**config.mk**
```make
export PLATFORM = sky130hd
export DESIGN_NAME = aes_link_master
export DESIGN_NICKNAME = d
export VERILOG_FILES = /design/src/rtl/aes_link_pkg.sv /design/src/rtl/aes_link_pacer.sv /design/src/rtl/aes_link_master.sv
export SDC_FILE = /design/constraint.sdc
export NUM_CORES = 1
export LEC_CHECK = 0
export ABC_AREA = 1
export CAP_MARGIN = 10
export CORE_MARGIN = 1
export CORE_UTILIZATION = 47
export CTS_CLUSTER_SIZE = 12
export DETAILED_ROUTE_END_ITERATION = 8
export PLACE_DENSITY = 0.77
export SYNTH_ARGS = -nofsm -noshare
export SYNTH_HDL_FRONTEND = slang
export SYNTH_SLANG_ARGS = --single-unit
```
**constraint.sdc**
```tcl
create_clock -name clk -period 6.9 [get_ports clk]
set_input_delay 2.07 -clock clk [delete_from_list [all_inputs] [get_ports clk]]
set_output_delay 2.07 -clock clk [all_outputs]
set_load 0.02 [all_outputs]
```
**src/rtl/aes_link_pkg.sv**
```systemverilog
// Shared types and sizing helpers for the AES chip link master.
package aes_link_pkg;

  typedef enum logic [1:0] {
    IDLE,
    SEND,
    WAIT_RX,
    DONE
  } state_t;

  function automatic int tx_beats(input int blk_w, input int bus_w);
    return 2 * blk_w / bus_w;
  endfunction

  function automatic int rx_beats(input int blk_w, input int bus_w);
    return blk_w / bus_w;
  endfunction

  // Width needed to hold values 0..n inclusive.
  function automatic int cnt_w(input int n);
    return (n < 2) ? 1 : $clog2(n + 1);
  endfunction

endpackage

```
**src/rtl/aes_link_pacer.sv**
```systemverilog
// Beat pacer: tick every DIV clocks after restart, half DIV/2 clocks after each tick.
module aes_link_pacer
  import aes_link_pkg::*;
#(
  parameter int DIV = 1000
) (
  input  logic clk,
  input  logic rst_n,
  input  logic restart,
  output logic tick,
  output logic half
);

  localparam int W = cnt_w(DIV - 1);

  logic [W-1:0] cnt;
  logic         armed;

  // half only fires once a tick has opened a beat
  assign tick = !restart && (cnt == W'(DIV - 1));
  assign half = !restart && armed && (cnt == W'(DIV / 2 - 1));

  always_ff @(posedge clk or negedge rst_n) begin
    if (!rst_n) begin
      cnt   <= '0;
      armed <= 1'b0;
    end else if (restart) begin
      cnt   <= '0;
      armed <= 1'b0;
    end else begin
      cnt <= (cnt == W'(DIV - 1)) ? '0 : cnt + 1'b1;
      if (tick) armed <= 1'b1;
    end
  end

endmodule

```
**src/rtl/aes_link_master.sv**
```systemverilog
// Platform master for the AES chip link: serialise key/text, collect result beats,
// compare against the expected block and keep saturating pass/total counters.
module aes_link_master
  import aes_link_pkg::*;
#(
  parameter int CLK_FREQ = 50_000_000,
  parameter int TX_FREQ  = 50_000,
  parameter int BUS_W    = 8,
  parameter int BLK_W    = 128,
  parameter int CNT_W    = 16,
  parameter int TIMEOUT  = 1_000_000
) (
  input  logic             clk,
  input  logic             rst_n,
  input  logic             req_valid,
  output logic             req_ready,
  input  logic [BLK_W-1:0] req_key,
  input  logic [BLK_W-1:0] req_text,
  input  logic [BLK_W-1:0] req_exp,
  input  logic             req_enc,
  output logic             enc,
  output logic [BUS_W-1:0] tx_data,
  output logic             tx_shake,
  input  logic [BUS_W-1:0] rx_data,
  input  logic             rx_shake,
  output logic             res_valid,
  output logic [BLK_W-1:0] res_data,
  output logic             res_match,
  output logic             res_timeout,
  output logic [CNT_W-1:0] total,
  output logic [CNT_W-1:0] correct
);

  localparam int DIV   = CLK_FREQ / TX_FREQ;
  localparam int TXB   = tx_beats(BLK_W, BUS_W);
  localparam int RXB   = rx_beats(BLK_W, BUS_W);
  localparam int TXC_W = cnt_w(TXB);
  localparam int RXC_W = cnt_w(RXB);
  localparam int TO_W  = cnt_w(TIMEOUT);

  state_t             state, state_nx;
  logic               accept, tick, half;
  logic [2*BLK_W-1:0] tx_sr;
  logic [BLK_W-1:0]   exp_q;
  logic [TXC_W-1:0]   tx_cnt;
  logic [RXC_W-1:0]   rx_cnt;
  logic [TO_W-1:0]    to_cnt;
  logic               timed_out;
  logic               shake_s1, shake_s2, shake_s3;
  logic [BUS_W-1:0]   data_s1, data_s2;
  logic               beat_rx, last_tx, last_rx, to_hit;

  assign accept    = req_valid && req_ready;
  assign req_ready = (state == IDLE);
  assign beat_rx   = (state == WAIT_RX) && (shake_s2 ^ shake_s3);
  assign last_tx   = (state == SEND) && half && (tx_cnt == TXC_W'(TXB - 1));
  assign last_rx   = beat_rx && (rx_cnt == RXC_W'(RXB - 1));
  // a strobe edge in the expiry cycle takes priority over the timeout
  assign to_hit    = (state == WAIT_RX) && !beat_rx && (to_cnt == TO_W'(TIMEOUT - 1));

  assign res_valid   = (state == DONE);
  assign res_timeout = (state == DONE) && timed_out;
  assign res_match   = (state == DONE) && !timed_out && (res_data == exp_q);

  aes_link_pacer #(.DIV(DIV)) u_pacer (
    .clk    (clk),
    .rst_n  (rst_n),
    .restart(accept),
    .tick   (tick),
    .half   (half)
  );

  always_ff @(posedge clk or negedge rst_n) begin
    if (!rst_n) state <= IDLE;
    else        state <= state_nx;
  end

  always_comb begin
    state_nx = state;
    case (state)
      IDLE:    if (accept) state_nx = SEND;
      SEND:    if (last_tx) state_nx = WAIT_RX;
      WAIT_RX: if (last_rx || to_hit) state_nx = DONE;
      DONE:    state_nx = IDLE;
      default: state_nx = IDLE;
    endcase
  end

  // request payload and received-data synchroniser carry no reset
  always_ff @(posedge clk) begin
    if (accept) begin
      tx_sr <= {req_key, req_text};
      exp_q <= req_exp;
    end else if (state == SEND && tick) begin
      tx_sr <= tx_sr << BUS_W;
    end
    data_s1 <= rx_data;
    data_s2 <= data_s1;
  end

  always_ff @(posedge clk or negedge rst_n) begin
    if (!rst_n) begin
      tx_cnt    <= '0;
      rx_cnt    <= '0;
      to_cnt    <= '0;
      tx_data   <= '0;
      tx_shake  <= 1'b0;
      enc       <= 1'b1;
      res_data  <= '0;
      timed_out <= 1'b0;
      total     <= '0;
      correct   <= '0;
      shake_s1  <= 1'b0;
      shake_s2  <= 1'b0;
      shake_s3  <= 1'b0;
    end else begin
      {shake_s3, shake_s2, shake_s1} <= {shake_s2, shake_s1, rx_shake};
      case (state)
        IDLE: if (accept) begin
          enc       <= req_enc;
          tx_cnt    <= '0;
          res_data  <= '0;
          timed_out <= 1'b0;
        end
        SEND: begin
          if (tick) tx_data <= tx_sr[2*BLK_W-1 -: BUS_W];
          if (half) begin
            tx_shake <= ~tx_shake;
            tx_cnt   <= tx_cnt + 1'b1;
          end
          if (last_tx) begin
            rx_cnt <= '0;
            to_cnt <= '0;
          end
        end
        WAIT_RX: begin
          if (beat_rx) begin
            res_data[BLK_W-1-int'(rx_cnt)*BUS_W -: BUS_W] <= data_s2;
            rx_cnt <= rx_cnt + 1'b1;
            to_cnt <= '0;
          end else begin
            to_cnt <= to_cnt + 1'b1;
            if (to_hit) timed_out <= 1'b1;
          end
        end
        DONE: begin
          if (total != '1) total <= total + 1'b1;
          if (res_match && correct != '1) correct <= correct + 1'b1;
        end
        default: ;
      endcase
    end
  end

endmodule
```
==> flow_summary.json <==
{
  "clk_latency_ns": 0.61,
  "final_cells": 4489,
  "maxCapViolCount": 0,
  "use_met1": 0.3940,
  "vias": 23580,
  "synthDistinctLibCells": 44,
  "die-area_um2": 60150,
  "worstHoldEndpoint": "data_s2[5]",
  "r2r_start": "state[0]",
  "wl_per_cell_um": 20.80,
  "reg2reg_to": "res_data[87]",
  "drc_errors": 0,
  "dp.cells": 4360,
  "swShare": 0.3357,
  "p_leak_nw": 15.85,
  "rsz0062_at_grt": "false",
  "busiest_layer": "met2",
  "track_usage": 0.3085,
  "synth.area.mux_share": 0.003644,
  "ios": 571,
  "synth_nets": 3502,
  "hold_viol": 0,
  "startpoint_type": "flop",
  "slew_viol_final": 0,
  "synth_flop_cell": "edfxtp_1",
  "cpMaxStageDelayCell": "clkdlybuf4s50_1",
  "fin_skew_ns": 0.03249,
  "cellPowerDensity_nw_per_um2": 341.2,
  "seq_area_frac_synth": 0.6223,
  "synth_compound_area_frac": 0.04148,
  "synth_adder_area_share": 0.005399,
  "drtIter0Drc": 2438,
  "syn2layout_area_growth_pct": 30.91,
  "crit_path_end_kind": "output pin",
  "routed_via_density": 5.254,
  "initial_core_util": 0.4793,
  "clkSlewWorstSetupHoldPaths_ns": 0.06,
  "r2r_setup_slack_ns": 2.99,
  "cp_cell_sequence": "ha_1 -> inv_1 -> nor2_1 -> buf_4 -> nand2_1 -> nor2_1 -> nand4_1 -> nor2_1 -> nand2_1 -> nor4_1 -> clkdlybuf4s50_1",
  "synthesis.area_um2": 27810,
  "cp_common_cell": "nor2_1",
  "avgSynthCellArea_um2": 8.992,
  "die_x_um": 245.3,
  "grt_util_met3": 0.08135,
  "cts_root_buffer": "clkbuf_16",
  "fillers": 4733,
  "critPathMaxFanout": 16,
  "synth-async-reset-ratio": 0.3528,
  "worst-r2r-cell-count": 8,
  "seqPwrFrac": 0.445,
  "status": "finished clean",
  "drive_above_1_share": 0.03843,
  "clkSinkCount": 618,
  "pwr-share-comb": 0.273,
  "cts_buffer_depth": 3,
  "ir_worst_vdd_v": 0.0002228,
  "std_cell_rows": 88,
  "critPathMaxStageDelay_ns": 0.75,
  "ant_nets": 0,
  "synth-simple-area-share": 0.2527,
  "dp_hpwl_mm": 69.54,
  "drtPass1Iterations": 8,
  "antenna_found_initial": 5,
  "p_clk_frac": 0.282,
  "yosys_warnings": 0,
  "gp_congestion": 1.018,
  "coreArea_um2": 58030,
  "grt_first_pass_wirelength_mm": 137.0,
  "synth_xor_xnor_area_share": 0.01570,
  "p_int_w": 0.008251,
  "fin_setup_tns_ns": 0,
  "synth-edff-count": 384,
  "fin_crit_sh": 0.8415,
  "cts_buffers": 68,
  "p_sw_w": 0.004170,
  "max_freq_mhz": 172.2,
  "hold_path_class": "flop to flop",
  "die_h_um": 245.3,
  "min_from": "data_s1[5]",
  "grt_max_degree": 143,
  "portBuffers": 570,
  "drt_wl_total_mm": 93.36,
  "min_period_ns": 5.806,
  "max_slew_margin": 0.2443,
  "postCtsSetupRepairBufs": 0,
  "crit_required_ns": 4.83,
  "ctsHoldBuffers": 0,
  "ys_ff_latch": 618,
  "first_global_vias": 22590,
  "hold-path-cell-count": 0,
  "finalSetupViolations": 0,
  "cts_tree": "done",
  "arrival_ns": 3.74,
  "nets": 4074,
  "overflow": 0,
  "synth_top_family_by_area": "simple AND/OR/NAND/NOR gates",
  "crit_type": "flop to output pin",
  "netlist_instances": 3093,
  "worstMarginPinSlew_ns": 1.134,
  "htree_levels": 3,
  "grt_use_met2": 0.4956,
  "cts_resized": 0
}
==> power by group through the flow <==
| stage | logic (W) | registers, W | clock network, W |
|---|---|---|---|
| CTS | 0.00338 | 0.00552 | 0.00354 |
| finish | 0.00339 | 0.00553 | 0.00350 |
| global route | 0.00373 | 0.00561 | 0.00368 |
| global placement | 0.00329 | 0.00555 | 0 |
| floorplan | 0.00196 | 0.00569 | 0 |
| detailed placement | 0.00336 | 0.00557 | 0 |
==> cell usage in the layout (no fill, tap or decap), types with 3 or more instances in the layout <==
cell,count
nand2_1,1404
mux2_2,9
a21oi_2,8
clkbuf_16,71
clkdlybuf4s50_1,569
o22ai_1,88
clkbuf_8,3
buf_4,8
buf_12,4
nand4_1,50
clkinv_2,7
nand3_1,46
diode_2,3
xnor2_1,18
inv_1,326
clkbuf_1,26
dfrtp_1,217
a31oi_1,5
inv_2,6
o21ai_0,60
nand2_2,3
o21ai_1,11
edfxtp_1,384
a21oi_1,21
ha_1,12
nor3_1,30
dfxtp_1,16
clkinv_1,17
nor2_1,235
xor2_1,30
nor4_1,4
==> critical path, delay by kind of cell, from the launching register on <==
kind / cells / cell delay, ns
simple gates: 7 / 1.37
flops: 1 / 0.40
fa+ha+maj: 1 / 0.28
buf+inv: 3 / 1.09
==> metal layers <==
metal,vias up,wire (um)
met2,1235,43700
met1,11070,35490
met4,6,4165
met3,212,9961
met5,-,44
li1,11060,-
==> cells in the mapped netlist, types with 3 or more instances <==
cell | number | share of area
mux2_2 | 9 | 0.0036
nand2_2 | 3 | 0.00067
a21oi_2 | 8 | 0.0025
o22ai_1 | 88 | 0.020
nand4_1 | 50 | 0.011
inv_2 | 7 | 0.00094
nor4_1 | 4 | 0.00090
xnor2_1 | 18 | 0.0057
nand3_1 | 46 | 0.0083
buf_2 | 22 | 0.0040
clkbuf_1 | 51 | 0.0069
clkinv_1 | 5 | 0.00067
nand2_1 | 1406 | 0.19
inv_1 | 326 | 0.044
dfrtp_1 | 217 | 0.20
a31oi_1 | 5 | 0.0011
o21ai_0 | 60 | 0.011
a21oi_1 | 21 | 0.0038
dfxtp_1 | 16 | 0.012
buf_6 | 4 | 0.0016
nor2_1 | 235 | 0.032
edfxtp_1 | 384 | 0.41
o21ai_1 | 11 | 0.0020
nor3_1 | 30 | 0.0054
xor2_1 | 30 | 0.0094
ha_1 | 12 | 0.0054
==> kinds of logic (layout without fill, tap and decap cells) <==
kind of cell / count (synthesis) / after routing
adders and majority gates: 12 / 12
DFF: 618 / 618
and+or+nand+nor: 1789 / 1789
xor gates and xnor gates: 49 / 49
other: 0 / 3
AOI/OAI and AO/OA: 198 / 198
buffers and inverters: 418 / 1046
muxes: 9 / 9
==> cell type report <==
cell class,instances,area (um2),area share
antenna,3,7.507,0.0002062
multi-input combinational,2057,8894,0.2443
clock buffer,100,1916,0.05262
inverter,338,1276,0.03505
sequential,618,17310,0.4754
timing repair buffer,582,5851,0.1607
tap,765,957.2,0.02629
clock inverter,26,198.9,0.005464
==> sequential cells by signal, indices dropped and copies added, names as in the netlist, 2 cells and up <==
name and count:
correct 16, data_s1 8, data_s2 8, exp_q 128
res_data 128, rx_cnt 5, state 2, to_cnt 20
total 16, tx_cnt 6, tx_data 8, tx_sr 256
u_pacer.cnt 10
==> per-stage QoR <==
stage                     hold slack, ns    util  cell area [um2]  total power (W)  worst slack (ns)
after floorplan                   0.3096       -            27810         0.007650            0.4072
after global placement            0.3102  0.5909            34290         0.008843             1.755
after detailed placement          0.3121  0.5909            34290         0.008931             1.742
after CTS                         0.3252  0.6273            36400          0.01244             1.121
after global routing              0.3318  0.6274            36400          0.01302            0.9924
final                             0.3254  0.6274            36410          0.01242             1.094
==> worst max-delay path by stage <==
stage,start,to,slack (ns)
floorplan,req_valid,exp_q[0],0.41
global placement,state[0],res_match,1.76
detailed placement,req_valid,tx_sr[12],1.74
CTS,state[0],res_match,1.12
global route,state[0],res_match,0.99
finish,state[0],res_match,1.09
No activity file was read; power rests on OpenSTA's default activity.
